[config.mk]
export PLATFORM = sky130hd
export DESIGN_NAME = sr_counter_multi
export DESIGN_NICKNAME = d
export VERILOG_FILES = /design/src/rtl/sr_counter_pkg.sv /design/src/rtl/sr_counter_chan.sv /design/src/rtl/sr_counter_multi.sv
export SDC_FILE = /design/constraint.sdc
export NUM_CORES = 1
export LEC_CHECK = 0
export BUFFER_PORTS_ARGS = -buffer_cell sky130_fd_sc_hd__buf_2
export CORE_UTILIZATION = 50
export CTS_BUF_LIST = sky130_fd_sc_hd__clkbuf_4 sky130_fd_sc_hd__clkbuf_8 sky130_fd_sc_hd__clkbuf_16
export DETAILED_ROUTE_END_ITERATION = 7
export PLACE_DENSITY = 0.72
export SETUP_SLACK_MARGIN = 0.02
export SYNTH_ARGS = -nofsm -noshare
export SYNTH_HDL_FRONTEND = slang
export SYNTH_SLANG_ARGS = --single-unit
[constraint.sdc]
create_clock -name clk -period 3.1 [get_ports clk]
set_input_delay 0 -clock clk [delete_from_list [all_inputs] [get_ports clk]]
set_output_delay 0 -clock clk [all_outputs]
set_load 0.1 [all_outputs]
[src/rtl/sr_counter_pkg.sv]
// Shared types and constants for the multi-channel start/stop counter.
package sr_counter_pkg;

   // Per-channel control state
   typedef enum logic [1:0] {
      IDLE = 2'd0,
      RUN  = 2'd1,
      HOLD = 2'd2,
      DONE = 2'd3
   } chan_state_e;

   // Terminal behaviour selectors for the MODE parameter
   localparam int MODE_WRAP    = 0;
   localparam int MODE_SAT     = 1;
   localparam int MODE_ONESHOT = 2;

endpackage

[src/rtl/sr_counter_chan.sv]
// One counter channel: IDLE/RUN/HOLD/DONE control with a registered count,
// terminal pulse and sticky wrap flag.
module sr_counter_chan
   import sr_counter_pkg::*;
#(
   parameter int WIDTH = 16,
   parameter int MODE  = 0
) (
   input  logic             clk,
   input  logic             reset_n,
   input  logic             start,
   input  logic             stop,
   input  logic             clear,
   input  logic             load,
   input  logic [WIDTH-1:0] load_val,
   input  logic             up,
   input  logic [WIDTH-1:0] limit,
   output logic [WIDTH-1:0] count,
   output logic             running,
   output logic             tc,
   output logic             ovf
);

   localparam logic [WIDTH-1:0] ONE = WIDTH'(1);

   chan_state_e      state_q, state_d;
   logic [WIDTH-1:0] count_q, count_d;
   logic             tc_q, tc_d;
   logic             ovf_q, ovf_d;
   // Remembers that saturation was already reported, so tc fires once
   logic             sat_q, sat_d;
   logic             terminal;

   // Command priority: clear > load > stop > start > count step
   always_comb begin
      state_d  = state_q;
      count_d  = count_q;
      tc_d     = 1'b0;
      ovf_d    = ovf_q;
      sat_d    = sat_q;
      terminal = up ? (count_q >= limit) : (count_q == '0);

      if (clear) begin
         state_d = IDLE;
         count_d = '0;
         ovf_d   = 1'b0;
         sat_d   = 1'b0;
      end else if (load) begin
         count_d = load_val;
         sat_d   = 1'b0;
      end else if (stop) begin
         // stop also blocks a simultaneous start in every state
         if (state_q == RUN) begin
            state_d = HOLD;
         end
      end else if (start && (state_q != RUN)) begin
         // Entering RUN takes one edge; the first step happens on the next
         state_d = RUN;
      end else if (state_q == RUN) begin
         if (!terminal) begin
            count_d = up ? (count_q + ONE) : (count_q - ONE);
            sat_d   = 1'b0;
         end else begin
            case (MODE)
               MODE_SAT: begin
                  tc_d  = ~sat_q;
                  sat_d = 1'b1;
               end
               MODE_ONESHOT: begin
                  tc_d    = 1'b1;
                  state_d = DONE;
               end
               default: begin
                  count_d = up ? '0 : limit;
                  tc_d    = 1'b1;
                  ovf_d   = 1'b1;
               end
            endcase
         end
      end
   end

   // Channel state registers, cleared asynchronously
   always_ff @(posedge clk or negedge reset_n) begin
      if (!reset_n) begin
         state_q <= IDLE;
         count_q <= '0;
         tc_q    <= 1'b0;
         ovf_q   <= 1'b0;
         sat_q   <= 1'b0;
      end else begin
         state_q <= state_d;
         count_q <= count_d;
         tc_q    <= tc_d;
         ovf_q   <= ovf_d;
         sat_q   <= sat_d;
      end
   end

   assign count   = count_q;
   assign running = (state_q == RUN);
   assign tc      = tc_q;
   assign ovf     = ovf_q;

endmodule

[src/rtl/sr_counter_multi.sv]
// Bank of CHANNELS independent counters sharing one clock, reset and limit.
module sr_counter_multi
   import sr_counter_pkg::*;
#(
   parameter int WIDTH    = 16,
   parameter int CHANNELS = 4,
   parameter int MODE     = MODE_WRAP
) (
   input  logic                      clk,
   input  logic                      reset_n,
   input  logic [CHANNELS-1:0]       start,
   input  logic [CHANNELS-1:0]       stop,
   input  logic [CHANNELS-1:0]       clear,
   input  logic [CHANNELS-1:0]       load,
   input  logic [CHANNELS*WIDTH-1:0] load_val,
   input  logic [CHANNELS-1:0]       up,
   input  logic [WIDTH-1:0]          limit,
   output logic [CHANNELS*WIDTH-1:0] count,
   output logic [CHANNELS-1:0]       running,
   output logic [CHANNELS-1:0]       tc,
   output logic [CHANNELS-1:0]       ovf
);

   for (genvar i = 0; i < CHANNELS; i++) begin : g_chan
      sr_counter_chan #(
         .WIDTH (WIDTH),
         .MODE  (MODE)
      ) u_chan (
         .clk      (clk),
         .reset_n  (reset_n),
         .start    (start[i]),
         .stop     (stop[i]),
         .clear    (clear[i]),
         .load     (load[i]),
         .load_val (load_val[i*WIDTH +: WIDTH]),
         .up       (up[i]),
         .limit    (limit),
         .count    (count[i*WIDTH +: WIDTH]),
         .running  (running[i]),
         .tc       (tc[i]),
         .ovf      (ovf[i])
      );
   end

endmodule

==> run metrics <==
max incr delay on CP=490 ps; min Tclk post-route=2880 ps; register-to-register setup slack=220 ps; cell type with the largest total area after synthesis=dfrtp_1; GRT Util Overall=32.61%; share of post-route cells with drive strength above 1=18.65%; vias in the first global route=9177; Clock Tree Root=clkbuf_16; area of the multi-input gates=6384 um^2; Critical Path, Cell by Cell=inv_1 > ha_1 > nand2b_1 > a2111oi_1 > o31a_1 > a211oi_4 > buf_4 > or3_1 > a311oi_1 > a21oi_1 > nor2_1; Min Hold Slack=35.45 ps; final instance area=11010 um^2; placed instance count=1490; cell area after synthesis=8825 um^2; FF+latch count, synth=80; area grow syn2layout=24.78%; Worst Tran Pin Value=927.7 ps; Via density=6.039; HPWL after DPL=20.85 mm; Synth top area share=22.69%; synth top area cells=dfrtp_1 23%, ha_1 17%, a21oi_1 5.7%; H-tree levels=3; Power Density=383.2 nW/um^2; YS warnings=0; Crit. End Element=flip-flop; crit path DAT=3170 ps; Final Core Density=63.89%; Sink Count=80; DIE WIDTH=134.9 um; first-pass GRT wire length=46.82 mm; peak supply drop=0.0002797 V; Diodes inserted=0; DRT Pass-1 Iters=5; filler cell count=1488; Placer Congestion=0.9854; Leak=5.360 nW; period utilization=92.92%; HP Class=primary input to flip-flop; Max Cap Viol=0; sequential element share of the synthesized area=22.69%; # setup viols final=0; top achievable clock speed=347.2 MHz; Core Rows=48; Synth Instances=1116; Worst Path Max Fanout=17; EDFF count, synth=0; Area after DPL=9976 um^2; Non-Filler Instances=1576; largest net degree at the start of global routing=68; Synth cell types=70; synth cell count leaders=120 x ha_1, 118 x nor2_1, 101 x a21oi_1; register area=2009 um^2; initial antenna violation count=0; Max clock buf depth=2; Post-DRT Antenna Nets=0; overall power=4.220 mW; final hold viol count=0; DRC viols=0; crit path buf inv count=2; Crit Path Class=flip-flop to flip-flop; IO Count=178; TritonCTS Buffers=9; count leader, synth=ha_1; Die ar.=18180 um^2; Clock Latency Late Sink=350 ps; drt wl/cell=18.31 um; slowest cell on the critical path=a2111oi_1; CP delay by family, top=compound AO/OA/AOI/OAI gates; syn nets=1342; Async SR Flop Fraction=100.0%; pins over their slew limit=0; status=completed; Initial Util=51.20%; Reg clk slew, reported paths=70 ps; # port buffers=177; CTS tree=yes; fin nets=1573; vias post-DR=9518; Main synth FF type=dfrtp_1; Req. time, crit path=3390 ps; slew margin rel.=38.15%; RSZ-0062 raised after global routing=false; Mean Syn Cell Area=7.907 um^2; Worst Skew=7.430 ps; Worst setup SP type=flip-flop; 1st-iter DRT viols=715; Post-Route WL=28.86 mm; gr ovfl total=0; Core ar.=17240 um^2; Die Ht=134.9 um
cell families after synthesis:
group | Yosys count | share of synthesized area (%)
xor gates and xnor gates | 42 | 4.168
and+or+nand+nor | 370 | 20.09
buffers and inverters | 106 | 5.260
adders and majority gates | 124 | 17.92
AOI/OAI and AO/OA | 382 | 28.48
muxes | 12 | 1.390
DFF | 80 | 22.69
layout by cell type (no fill, tap or decap), types with 9 or more instances in the layout:
cell,synthesis,layout
mux2i_1,10,10
inv_1,42,42
nor3_1,41,40
a21o_1,29,29
dlygate4sd3_1,0,69
buf_4,13,39
a211oi_1,30,30
nand2_1,73,73
xnor2_1,26,26
o31ai_1,9,9
a21oi_1,101,101
nand3_1,28,28
o211ai_1,11,11
xor2_1,16,16
o21a_1,18,18
nor2_1,118,118
clkbuf_16,0,9
a211o_1,11,11
nand2b_1,22,22
o21ai_0,70,69
nor2b_1,31,31
ha_1,120,120
dfrtp_1,80,74
nor4_1,18,18
a31oi_1,25,25
o22ai_1,15,14
buf_2,8,176
registers in the layout (all words and copies together), names as in the netlist:
name / flops
g_chan.u_chan.count: 64
g_chan.u_chan.tc: 4
g_chan.u_chan.ovf: 4
g_chan.u_chan.state_q: 8
power breakdown:
part           switching (mW)  internal, mW  total, mW  leakage (nW)
clock                   0.498         0.712       1.21         0.144
sequential             0.0989          1.10       1.20          1.06
combinational            1.18         0.635       1.81          4.16
stage by stage:
step                TNS, ps  setup WS, ps
global route              0         25.29
floorplan            -9.746        -9.746
detailed placement        0         154.5
CTS                       0         141.7
global placement          0         124.7
finish                    0         219.6
path summary, 6_finish.rpt:
path,start,end,cells past startpoint
max,g_chan[1].u_chan.count[0]$_DFFE_PN0P_,g_chan[1].u_chan.count[3]$_DFFE_PN0P_,11
min,clear[3],g_chan[3].u_chan.count[0]$_DFFE_PN0P_,2
max reg2reg,g_chan[1].u_chan.count[0]$_DFFE_PN0P_,g_chan[1].u_chan.count[3]$_DFFE_PN0P_,11
min reg2reg,g_chan[1].u_chan.ovf$_DFFE_PN0P_,g_chan[1].u_chan.ovf$_DFFE_PN0P_,1
max in group asynchronous,reset_n,g_chan[1].u_chan.count[13]$_DFFE_PN0P_,3
min in group asynchronous,reset_n,g_chan[3].u_chan.count[6]$_DFFE_PN0P_,2
final cells by class:
cell class              instances  area share, %
clock buffers                  10          2.113
clock inverters                 5         0.7499
inverters                      42          1.432
multi-input cells             930          57.97
flip-flops and latches         80          18.25
well taps                     225          2.557
repair buffers                284          16.93
timing repair:
item / in CTS / in global routing
endpoints found under the setup margin: 0 / 15
buffers inserted: 0 / 2
gates resized for setup: 0 / 4
hold buffers: 69 / 0
endpoints found under the hold margin: 137 / 0
metal layers:
layer  GRT usage [%]  up-vias  part of all wire, %  wire length [um]
li1                -     4609                    -                 -
met1           42.34     4472                   44             12610
met2           54.90      365                   47             13620
met3           4.542       72                  6.0              1730
met4           12.30        0                  3.1               903
met5               0        -                    0                 0
(Power assumes the default switching activity.)
